===== src/rtl/dly_ctrl_pkg.sv =====
// dly_ctrl_pkg: shared types, state encodings and timing helper for the tap controller
package dly_ctrl_pkg;
  typedef enum logic [1:0] {OP_LOAD = 2'b00, OP_SET = 2'b01, OP_INC = 2'b10, OP_DEC = 2'b11} op_e;
  localparam int TAP_W_DEF = 6;
  localparam logic [2:0] S_IDLE  = 3'd0;
  localparam logic [2:0] S_LOAD  = 3'd1;
  localparam logic [2:0] S_ADJ   = 3'd2;
  localparam logic [2:0] S_WAIT  = 3'd3;
  localparam logic [2:0] S_CHECK = 3'd4;
  localparam logic [2:0] S_DONE  = 3'd5;
  function automatic int step_cost(input int settle);
    return settle + 2;
  endfunction
endpackage


===== src/rtl/dly_settle_timer.sv =====
// dly_settle_timer: loadable down-counter, expired while the count sits at zero
module dly_settle_timer #(
  parameter int W = 2
) (
  input  logic         clk,
  input  logic         rst_n,
  input  logic         start,
  input  logic [W-1:0] load,
  output logic         expired
);
  logic [W-1:0] cnt;
  always_ff @(posedge clk or negedge rst_n)
    if (!rst_n) cnt <= '0;
    else if (start) cnt <= load;
    else if (cnt != '0) cnt <= cnt - 1'b1;
  assign expired = cnt == '0;
endmodule


===== src/rtl/dly_tap_ctrl.sv =====
// dly_tap_ctrl: turns tap commands into ld/adj pulses and closes the loop on tap feedback
module dly_tap_ctrl
  import dly_ctrl_pkg::*;
#(
  parameter int TAP_W      = TAP_W_DEF,
  parameter int SETTLE_CYC = 2,
  parameter int LD_TAP     = 0,
  parameter int MAX_MISS   = 3
) (
  input  logic             clk_i_buf,
  input  logic             rst_n_buf,
  input  logic             cmd_valid,
  output logic             cmd_ready,
  input  logic [1:0]       cmd_op,
  input  logic [TAP_W-1:0] cmd_tap,
  input  logic [TAP_W-1:0] dly_tap_val_i,
  output logic             dly_ld_o,
  output logic             dly_adj_o,
  output logic             dly_incdec_o,
  output logic             busy,
  output logic             done,
  output logic             sat,
  output logic             err
);
  localparam int CW = $clog2(SETTLE_CYC + 1);
  localparam int MW = $clog2(MAX_MISS + 1);
  localparam logic [CW-1:0] SETTLE_LD = CW'(SETTLE_CYC - 1);
  localparam logic [TAP_W-1:0] LD_VAL = TAP_W'(LD_TAP);
  localparam logic [MW-1:0] MISS_LAST = MW'(MAX_MISS - 1);
  logic [2:0] state, nxt;
  op_e op_r;
  logic [TAP_W:0] target, new_tgt, fbx;
  logic [TAP_W-1:0] last_fb;
  logic [MW-1:0] miss;
  logic accept, sat_hit, hit, toward, miss_out, expired;
  assign fbx = {1'b0, dly_tap_val_i};
  assign accept = cmd_valid && cmd_ready;
  assign sat_hit = (cmd_op == OP_INC && &dly_tap_val_i) || (cmd_op == OP_DEC && dly_tap_val_i == '0);
  assign new_tgt = cmd_op == OP_SET ? {1'b0, cmd_tap} :
                   cmd_op == OP_INC ? fbx + 1'b1 :
                   cmd_op == OP_DEC ? fbx - 1'b1 : {1'b0, LD_VAL};
  assign hit = fbx == target;
  // movement is judged against the sample taken at the previous check (or at accept)
  assign toward = dly_incdec_o ? dly_tap_val_i > last_fb : dly_tap_val_i < last_fb;
  assign miss_out = !hit && !toward && miss == MISS_LAST;
  dly_settle_timer #(.W(CW)) u_timer (
    .clk     (clk_i_buf),
    .rst_n   (rst_n_buf),
    .start   (state == S_LOAD || state == S_ADJ),
    .load    (SETTLE_LD),
    .expired (expired)
  );
  always_comb begin
    nxt = S_IDLE;
    case (state)
      S_IDLE:  nxt = !accept ? S_IDLE : cmd_op == OP_LOAD ? S_LOAD :
                     (sat_hit || (cmd_op == OP_SET && cmd_tap == dly_tap_val_i)) ? S_DONE : S_ADJ;
      S_LOAD:  nxt = S_WAIT;
      S_ADJ:   nxt = S_WAIT;
      S_WAIT:  nxt = expired ? S_CHECK : S_WAIT;
      S_CHECK: nxt = (op_r == OP_LOAD || hit || miss_out) ? S_DONE : S_ADJ;
      default: nxt = S_IDLE;
    endcase
  end
  // outputs are registered from the next state so they align with the state they describe
  always_ff @(posedge clk_i_buf or negedge rst_n_buf)
    if (!rst_n_buf) begin
      state     <= S_IDLE;
      cmd_ready <= 1'b1;
      busy      <= 1'b0;
      done      <= 1'b0;
      dly_ld_o  <= 1'b0;
      dly_adj_o <= 1'b0;
    end else begin
      state     <= nxt;
      cmd_ready <= nxt == S_IDLE;
      busy      <= nxt != S_IDLE;
      done      <= nxt == S_DONE;
      dly_ld_o  <= nxt == S_LOAD;
      dly_adj_o <= nxt == S_ADJ;
    end
  always_ff @(posedge clk_i_buf or negedge rst_n_buf)
    if (!rst_n_buf) begin
      op_r         <= OP_LOAD;
      target       <= '0;
      last_fb      <= '0;
      miss         <= '0;
      dly_incdec_o <= 1'b0;
      sat          <= 1'b0;
      err          <= 1'b0;
    end else if (accept) begin
      op_r         <= op_e'(cmd_op);
      target       <= new_tgt;
      last_fb      <= dly_tap_val_i;
      miss         <= '0;
      dly_incdec_o <= new_tgt > fbx;
      sat          <= sat_hit;
      err          <= 1'b0;
    end else if (state == S_CHECK) begin
      last_fb      <= dly_tap_val_i;
      dly_incdec_o <= target > fbx;
      miss         <= toward ? '0 : miss + 1'b1;
      err          <= op_r == OP_LOAD ? dly_tap_val_i != LD_VAL : miss_out;
    end
endmodule


===== config.mk =====
export PLATFORM = sky130hd
export DESIGN_NAME = dly_tap_ctrl
export DESIGN_NICKNAME = d
export VERILOG_FILES = /design/src/rtl/dly_ctrl_pkg.sv /design/src/rtl/dly_settle_timer.sv /design/src/rtl/dly_tap_ctrl.sv
export SDC_FILE = /design/constraint.sdc
export NUM_CORES = 1
export LEC_CHECK = 0
export BUFFER_PORTS_ARGS = -buffer_cell sky130_fd_sc_hd__buf_4
export CORE_MARGIN = 1
export CORE_UTILIZATION = 28
export CTS_CLUSTER_SIZE = 25
export DETAILED_ROUTE_END_ITERATION = 10
export SYNTH_ARGS = -nofsm -noshare
export SYNTH_HDL_FRONTEND = slang
export SYNTH_SLANG_ARGS = --single-unit

===== constraint.sdc =====
create_clock -name clk_i_buf -period 2.25 [get_ports clk_i_buf]
set_clock_uncertainty 0.1 [all_clocks]
set_input_delay 0 -clock clk_i_buf [delete_from_list [all_inputs] [get_ports clk_i_buf]]
set_output_delay 0 -clock clk_i_buf [all_outputs]
set_load 0.05 [all_outputs]

---- Yosys cells after proc, flatten, opt, wreduce, memory -nomap -nowiden ----
Index checks and enable logic that the tools add are counted.
operators by class
  add/subtract/negate cells ............... 4
  magnitude comparators ................... 4
  equality and inequality tests ........... 13
  mux-type cells .......................... 22
  reductions and logical operators ........ 26
operators with widths
  operator             number
  $mux 7               3
  $mux 3               5
  $gt 7x6->1           2
  $mux 6               2
  $pmux 3 s4           1
  $mux 2               5
  $eq 3x2->1 const B   3
  $add 6x1->7 const B  1
  $eq 6x7->1           1
  $sub 6x1->7 const B  1
  $eq 2x2->1 const B   3
  $eq 3x1->1 const B   2
  $eq 3x3->1 const B   2
  $eq 6x6->1           1
  $gt 6x6->1           1
  $logic_and 1x1->1    6
  $logic_not 2->1      3
  $logic_not 3->1      2
  $logic_not 6->1      1
  $lt 6x6->1           1
  $mux 1               6
  $reduce_and 6->1     1
  $reduce_bool 2->1    3
  $reduce_bool 6->1    1
  7 further kinds      12
storage, ports and cells
  bits in registers ....................... 30
  input port bits ......................... 17
  word-level logic and storage cells ...... 83

---- Depth between registers and ports, before layout ----
Gate-level depths: netlist of run 1.
  depth in word-level cells ............... 9
  mapped depth ............................ 12
  gate-level depth less buffers ........... 12

---- Cells and area by module ----
Synthesis of run 1 repeated with hierarchy kept, for this count alone.
unflattened totals
  cells, all modules ...................... 232
  area total of the unflattened synthesis .. 2018.2 um2
by module, submodules not included
  module            instances  cells an instance  area an instance (um2)
  dly_tap_ctrl      1          220                1904.3
  dly_settle_timer  1          12                 113.9

---- Least setup slack after synthesis of run 1 ----
No wires, ideal clock.
  path kind ............................... flip-flop to flip-flop
  start point ............................. register last_fb[5]
  end point ............................... register busy
  library setup time ...................... 0.131 ns
  arrival time ............................ 2.169 ns
  data required time ...................... 2.019 ns
  slack ................................... -0.150 ns
  cell stages (with the launch flop) ...... 10
  buffers on the path ..................... 1
  clock period less this slack ............ 2.400 ns
  cells stage by stage .................... dfrtp_1 -> inv_1 -> ha_1 -> and4_1 -> o21a_1 -> o41ai_1 -> nor3_1 -> or3_1 -> buf_2 -> or3_1
on the way
  word-level cells in the longest chain between the ends .. 9
ends and longest elaborated chain
  item                                      line                 text
  from (decl)                               dly_tap_ctrl.sv:33   logic [TAP_W-1:0] last_fb;
  from (signal assigned)                    dly_tap_ctrl.sv:94   last_fb <= dly_tap_val_i;
  from (signal assigned)                    dly_tap_ctrl.sv:100  last_fb <= dly_tap_val_i;
  $lt 6x6->1 or $gt 6x6->1 (tied branches)  dly_tap_ctrl.sv:44   assign toward = dly_incdec_o ? dly_tap_val_i > last_fb : dly_tap_val_i < last_fb;
  $mux 1 *                                  dly_tap_ctrl.sv:44
  $logic_not 1->1 *                         dly_tap_ctrl.sv:45   assign miss_out = !hit && !toward && miss == MISS_LAST;
  $logic_and 1x1->1 * (2 in series)         dly_tap_ctrl.sv:45
  $logic_or 1x1->1 *                        dly_tap_ctrl.sv:61   S_CHECK: nxt = (op_r == OP_LOAD || hit || miss_out) ? S_DONE : S_ADJ;
  $mux 3 *                                  dly_tap_ctrl.sv:61
  $pmux 3 s4 *                              dly_tap_ctrl.sv:55   case (state)
  net nxt[2]                                dly_tap_ctrl.sv:30   logic [2:0] state, nxt;
  $reduce_bool 3->1 *                       dly_tap_ctrl.sv:77   busy <= nxt != S_IDLE;
  to (signal assigned)                      dly_tap_ctrl.sv:70   busy <= 1'b0;
  to (signal assigned)                      dly_tap_ctrl.sv:77
  to (decl)                                 dly_tap_ctrl.sv:20   output logic busy,
The timed path passes the listed nets; every way through them passes the cells marked *.
A chain may end at the register's enable or synchronous reset.

---- Worst setup path in the final report of run 1 ----
  start point ............................. register last_fb[1]
  end point ............................... register busy
on the way
  word-level cells in the longest chain between the ends .. 9
ends and longest elaborated chain
  item                                      line
  $lt 6x6->1 or $gt 6x6->1 (tied branches)  dly_tap_ctrl.sv:44
  $mux 1 *                                  dly_tap_ctrl.sv:44
  $logic_not 1->1 *                         dly_tap_ctrl.sv:45
  $logic_and 1x1->1 * (2 in series)         dly_tap_ctrl.sv:45
  $logic_or 1x1->1 *                        dly_tap_ctrl.sv:61
  $mux 3 *                                  dly_tap_ctrl.sv:61
  $pmux 3 s4 *                              dly_tap_ctrl.sv:55
  $reduce_bool 3->1 *                       dly_tap_ctrl.sv:77
Mark *: on every way between the ends. The rest lies on a longest branch, timed or not.

==> results of run 1 <==
-- state kept, by name, indices dropped and copies added, names as in the netlist --
| name | flops |
|---|---|
| u_timer.cnt | 2 |
| op_r | 2 |
| sat | 1 |
| last_fb | 6 |
| state | 3 |
| miss | 2 |
| cmd_ready | 1 |
| busy | 1 |
| target | 7 |
| err | 1 |
| dly_incdec_o | 1 |
| dly_ld_o | 1 |
| done | 1 |
| dly_adj_o | 1 |
-- kinds of logic after synthesis --
logic type                 after synthesis
DFF                                     30
adders and majority gates               23
xor gates and xnor gates                12
buffers and inverters                   29
and+or+nand+nor                         96
AOI/OAI and AO/OA                       51
muxes                                    1
-- path summary, 6_finish.rpt --
path	start	to	slack [ns]
min in group asynchronous	rst_n_buf	target[0]$_DFFE_PN0P_	0.08
max in group asynchronous	rst_n_buf	cmd_ready$_DFF_PN1_	1.65
worst min register to register	op_r[0]$_DFFE_PN0P_	op_r[0]$_DFFE_PN0P_	0.38
worst max-delay path	last_fb[1]$_DFFE_PN0P_	busy$_DFF_PN0_	-0.06
worst min-delay path	dly_tap_val_i[4]	last_fb[4]$_DFFE_PN0P_	0.01
worst max register to register	last_fb[1]$_DFFE_PN0P_	busy$_DFF_PN0_	-0.06
-- cells in the final DEF, fill, tap and decap left out, types with 2 or more instances in the layout --
cell / count
nor4_1: 2
buf_4: 55
a21oi_1: 6
dfrtp_1: 29
dlygate4sd3_1: 3
nand3_1: 8
nor2_1: 15
nand4_1: 2
a21oi_2: 2
o21a_1: 2
clkbuf_8: 6
inv_2: 2
a32oi_1: 3
o21ai_0: 18
nor3b_1: 2
a21o_1: 2
nor3_2: 2
and2_1: 3
nor2b_1: 6
ha_4: 3
o211ai_1: 2
ha_1: 20
nand2_1: 41
inv_1: 15
xnor2_1: 11
a22o_1: 4
or2_2: 2
nor3_1: 2
-- per-layer routing --
layer / track usage / vias up
met5: 0 / -
met4: 0.0381 / 0
met3: 0.0425 / 6
met2: 0.248 / 29
met1: 0.205 / 896
li1: - / 949
-- worst max-delay path, cell delays in order (launching register included) --
cell and delay (ns):
dfrtp_1 0.38, inv_1 0.10, ha_4 0.21, nor2b_1 0.12
o21a_2 0.22, o41ai_4 0.26, nor3_2 0.09, or3_4 0.35
or3_1 0.36
-- cell type report --
cell class                      instances  area share
Multi-Input combinational cell        183       0.470
Sequential cell                        30       0.268
Timing Repair Buffer                   59       0.162
Tap cell                               99      0.0441
Clock buffer                            6      0.0294
Inverter                               17      0.0227
Clock inverter                          2     0.00446
-- power breakdown --
part / internal (mW) / leakage (nW) / switching, mW / total (mW)
Combinational: 0.600 / 0.895 / 0.717 / 1.32
Sequential: 0.751 / 0.376 / 0.146 / 0.898
Clock: 0.245 / 0.0472 / 0.212 / 0.457
-- through the flow --
stage / setup slack [ns] / utilization / area, µm²
after floorplan: -0.0766 / - / 2120
after global placement: -0.0803 / 0.353 / 2570
after detailed placement: -0.135 / 0.353 / 2570
after CTS: -0.103 / 0.375 / 2740
after global routing: -0.143 / 0.385 / 2810
final: -0.0554 / 0.385 / 2810
-- timing repair --
action	in CTS	in global routing
setup buffers	2	0
cloned	0	0
resized for setup	3	13
pin swaps	5	4
endpoints found under the setup margin	3	5
hold buffers	3	0
hold endpoints to repair	32	0
==> summary.md, run 1 <==
| Metric | Value |
|---|---|
| Post-synthesis adder-cell area fraction | 0.136 |
| FF+latch count, synth | 30 |
| CP max FO | 3 |
| Antenna diode count | 0 |
| Area grow syn2layout | 32.8% |
| Initial core utilization | 0.290 |
| Initial DRC Count | 99 |
| Mux cell area share after synthesis | 0.00473 |
| Synth area leaders | dfrtp_1 34%, ha_1 14%, nand2_1 7.3% |
| Crit path kind | reg2reg |
| Post-synth top cells | 41 x nand2_1, 29 x dfrtp_1, 23 x ha_1, 18 x o21ai_0, 17 x inv_1 |
| First-pass GRT wire length | 9.12 mm |
| Met3 WL | 213 µm |
| Final Power | 2.67 mW |
| Worst Hold Slack | 0.0103 ns |
| Synth Area in Compound Gates | 0.167 |
| MaxCap Viol Count | 0 |
| Multi-input logic area | 1320 µm² |
| Arr. time, crit path | 2.37 ns |
| Final period util | 1.02 |
| Finished Layout Cells | 396 |
| RD Place Congestion | 0.806 |
| Post-synth EDFFs | 0 |
| Mapped Cells | 242 |
| Final-report max-slew violation count | 0 |
| Final setup viols | 1 |
| Pwr Density | 952 nW/µm² |
| Critical path startpoint category | flop |
| Max Fclk | 434 MHz |
| Failing checks | setup timing |
| Worst vdd ir | 246 µV |
| Avg Cell Area, Syn | 8.74 µm² |
| Seq/Total Area, Yosys | 0.356 |
| H-tree depth | 2 |
| First-pass detailed-route iteration total | 4 |
| HPWL Detailed | 4.06 mm |
| Clk Tree Root Cell | clkbuf_8 |
| Io pins | 25 |
| Routed WL | 5.32 mm |
| Worst-Margin Slew | 0.467 ns |
| Setup WS post-layout | -0.0554 ns |
| Max Root-Sink Buffers | 2 |
| Vias/cell | 4.75 |
| Vias in the first global route | 1943 |
| IO buf count | 24 |
| Final Hold Violating Endpoints | 0 |
| Worst-path clk slew | 0.07 ns |
| Largest net degree at the start of global routing | 31 |
| Uppermost routed layer | met4 |
| Post-route ant nets | 0 |
| Gr ovfl total | 0 |
| Share of cells above drive strength 1 | 0.290 |
| Synth Area in XOR/XNOR | 0.0497 |
| Leading area contributor after synthesis | dfrtp_1 |
| Total GRT Usage | 0.154 |
| RSZ-0062 raised after global routing | true |
| Routed via count | 1880 |
| Post-synthesis cell type count | 48 |
| Core ar. | 7290 µm² |
| Die Wd | 88.9 µm |
| CTS Buf Count | 5 |
| Placed cells | 383 |
| CTS tree | yes |
| Clock sink total | 30 |
| Hold crit path type | in2reg |
| Max_slew headroom | 0.688 |
| Nets | 336 |
| Std cell rows | 31 |
| Ys flop type | dfrtp_1 |
| Initial antenna violation count | 0 |
| Final TNS setup | -0.0554 ns |
| Status | finished, violations left |
| Met2 WL post-DR | 2.52 mm |
| Worst skew pair latency | 0.29 ns |
| WP data required | 2.32 ns |
| Top-area cell type share of the netlist area | 0.343 |
| Main combinational cell family by area after synthesis | simple AND/OR/NAND/NOR gates |
| Count leader, synth | nand2_1 |
| Syn_nets | 282 |
| Drt wl/cell | 13.4 µm |
| WHS Path Cells | 3 |
| Drt drc | 0 |
| Area share of and/or/nand/nor cells after synthesis | 0.220 |
| Die ar. | 7900 µm² |
| Post-synth ARST share | 1.00 |
| Storage element area | 752 µm² |
| Leakage | 1.32 nW |
| R2R cell count | 8 |
| Yosys warning count | 0 |
| Die Y | 88.9 µm |
| Fillers | 766 |
| Post-Synthesis Cell Area | 2110 µm² |
| Wl on met1 | 2.54 mm |
| Worst setup EP type | flop |
| Fin crit period | 2.31 ns |
Power figures use the tool's default switching activity.
==> inputs of run 2 (changes only) <==
- ABC_AREA: not set -> 1
==> run 2 against run 1 <==
  * Flip-flop and latch count stayed put
  * Highest routed layer unchanged
  * Synthesized cell count is 29% higher
  * Critical path type unchanged
  * The run now ends clean
  * Fmax is 17% higher
  * Via count is 7.7% higher
  * Largest power group unchanged
==> summary.md, run 2 <==
| Metric | Value |
|---|---|
| CTS tree | yes |
| Area grow syn2layout | 18.2% |
| Routed WL | 5.25 mm |
| Die Wd | 91.3 µm |
| Fin util | 0.342 |
| Top-area cell type share of the netlist area | 0.325 |
| Critical path startpoint category | flop |
| Startpoint of the worst hold path | dly_tap_val_i[1] |
| Seq/Total Area, Yosys | 0.337 |
| Vias in the first global route | 1912 |
| Initial core utilization | 0.289 |
| Vias/cell | 4.55 |
| Largest net degree at the start of global routing | 31 |
| Share of cells above drive strength 1 | 0.175 |
| Number of setup buffers added after CTS | 0 |
| Arr. time, crit path | 2.08 ns |
| RSZ-0062 raised after global routing | false |
| Worst setup EP type | flop |
| CTS Buf Count | 5 |
| Max Fclk | 509 MHz |
| CP max FO | 3 |
| Fin crit period | 1.97 ns |
| Yosys warning count | 0 |
| IO buf count | 24 |
| Clock sink total | 30 |
| Std cell rows | 32 |
| Pwr Density | 985 nW/µm² |
| WP data required | 2.37 ns |
| Leakage | 1.42 nW |
| Mapped Cells | 312 |
| Antenna diode count | 0 |
| Leading area contributor after synthesis | dfrtp_1 |
| Final period util | 0.874 |
| Syn_nets | 352 |
| Max Root-Sink Buffers | 2 |
| Biggest register | target |
| Initial antenna violation count | 0 |
| Final-report max-slew violation count | 0 |
| Max_slew headroom | 0.569 |
| Worst-path clk slew | 0.07 ns |
| Final setup viols | 0 |
| Synth area leaders | dfrtp_1 32%, nand2_1 15%, ha_1 13% |
| Post-Synthesis Cell Area | 2230 µm² |
| First-pass detailed-route iteration total | 4 |
| H-tree depth | 2 |
| Post-synth ARST share | 1.00 |
| Total GRT Usage | 0.136 |
| Nets | 382 |
| Post_cts resized | 0 |
| Worst vdd ir | 259 µV |
| Post-route ant nets | 0 |
| Drt drc | 0 |
| Final Power | 2.60 mW |
| Post-synthesis cell type count | 32 |
| Worst-Margin Slew | 0.646 ns |
| Gr ovfl total | 0 |
| R2r startpoint | last_fb[5]$_DFFE_PN0P_ |
| Status | finished clean |
| Most common cell after layout, fill and taps aside | nand2_1 |
| First-pass GRT wire length | 9.00 mm |
| Final TNS setup | 0 ns |
| Drt wl/cell | 11.8 µm |
| Post-synth top cells | 91 x nand2_1, 41 x inv_1, 29 x dfrtp_1, 27 x nor2_1, 24 x o21ai_0 |
| Avg Cell Area, Syn | 7.16 µm² |
| HPWL Detailed | 4.15 mm |
| Crit path kind | reg2reg |
| Post-synth EDFFs | 0 |
| Routed via count | 2024 |
| Hold crit path type | in2reg |
| FF+latch count, synth | 30 |
| Biggest regs | target: 7 flops, last_fb: 6 flops, state: 3 flops |
| Core ar. | 7730 µm² |
| Die Y | 91.3 µm |
| Clk Tree Root Cell | clkbuf_8 |
| Ys flop type | dfrtp_1 |
| CP Launch Point | last_fb[5]$_DFFE_PN0P_ |
| Io pins | 25 |
| Worst skew pair latency | 0.28 ns |
| Most frequent cells in the layout | 91 x nand2_1, 41 x inv_1, 29 x dfrtp_1 |
| Count leader, synth | nand2_1 |
| Number of flip-flops in the largest register | 7 |
| Die ar. | 8340 µm² |
| Initial DRC Count | 115 |
| Final Hold Violating Endpoints | 0 |
| MaxCap Viol Count | 0 |
| RD Place Congestion | 0.854 |
run 2: cell types whose count changed in the layout (fill, tap and decap cells not counted), moves of 5 or more:
cell / previous run / this run
nor2_1: 15 / 27
nand3_1: 8 / 20
o21ai_0: 18 / 24
nor2b_1: 6 / 0
inv_2: 2 / 7
buf_4: 55 / 25
nand2_1: 41 / 91
xnor2_1: 11 / 0
inv_1: 15 / 41
run 2: repair_timing:
item / in CTS / in global routing
endpoints found under the setup margin: 0 / 0
hold buffers: 1 / 0
hold endpoints to repair: 30 / 0
run 2: final timing paths:
check                                             end  slack (ns)  depth (start not counted)
setup / recovery                       done$_DFF_PN0_        0.28                         14
hold / removal                 last_fb[1]$_DFFE_PN0P_        0.01                          3
setup reg to reg                       done$_DFF_PN0_        0.28                         14
hold reg to reg                 target[5]$_DFFE_PN0P_        0.38                          2
max in group asynchronous         cmd_ready$_DFF_PN1_        1.64                          2
min in group asynchronous  u_timer.cnt[0]$_DFFE_PN0P_        0.09                          2
run 2: stage by stage:
stage	hold slack [ns]	instance area [µm²]	std cells	worst slack, ns
2_1_floorplan	-0.396	2230	312	0.471
3_3_place_gp	-0.143	2530	436	0.224
3_5_place_dp	-0.132	2530	436	0.124
4_1_cts	0.00320	2640	445	0.278
5_1_grt	0.0449	2640	445	0.0161
6_report	0.0108	2640	445	0.284
run 2: power by group:
group | leakage, nW | total (mW) | internal (mW) | switching (mW)
Clock | 0.0472 | 0.455 | 0.245 | 0.210
Combinational | 0.999 | 1.28 | 0.458 | 0.825
Sequential | 0.375 | 0.862 | 0.755 | 0.106
Total | 1.42 | 2.60 | 1.46 | 1.14
run 2: critical path: stages (launching register included):
cell and delay (ns):
dfrtp_1 0.35, inv_1 0.05, ha_1 0.28, nand2_1 0.07, nor2_1 0.16, nand2_1 0.09, nand3_1 0.07, nand2_1 0.05
nand2_1 0.09, nand2_1 0.09, nand2_1 0.09, nand2_1 0.12, nand2_2 0.12, nand2_1 0.09, nor2_1 0.09
run 2: layout make-up:
type | instances | area [µm²]
tap | 102 | 128
sequential | 30 | 752
timing repair buffer | 26 | 198
inverter | 48 | 180
multi-input combinational | 231 | 1290
clock buffer | 6 | 82.6
fill | 843 | 5090
clock inverter | 2 | 12.5
run 2: logic make-up (layout without fill, tap and decap cells):
logic type,count (synthesis),after routing,share of synthesized area
flip-flops,30,30,0.337
adder cells (fa/ha/maj),23,23,0.129
buffers and inverters,51,82,0.0868
AND/OR/NAND/NOR,161,161,0.323
AO/OA/AOI/OAI,44,44,0.113
XOR/XNOR,3,3,0.0118
run 2: routing by layer:
layer | routed length, µm | global-route usage | vias to the layer above
met3 | 212 | 0.0235 | 7
met1 | 2480 | 0.185 | 913
met2 | 2480 | 0.219 | 46
met5 | 0 | 0 | -
li1 | - | - | 1058
met4 | 84 | 0.0450 | 0
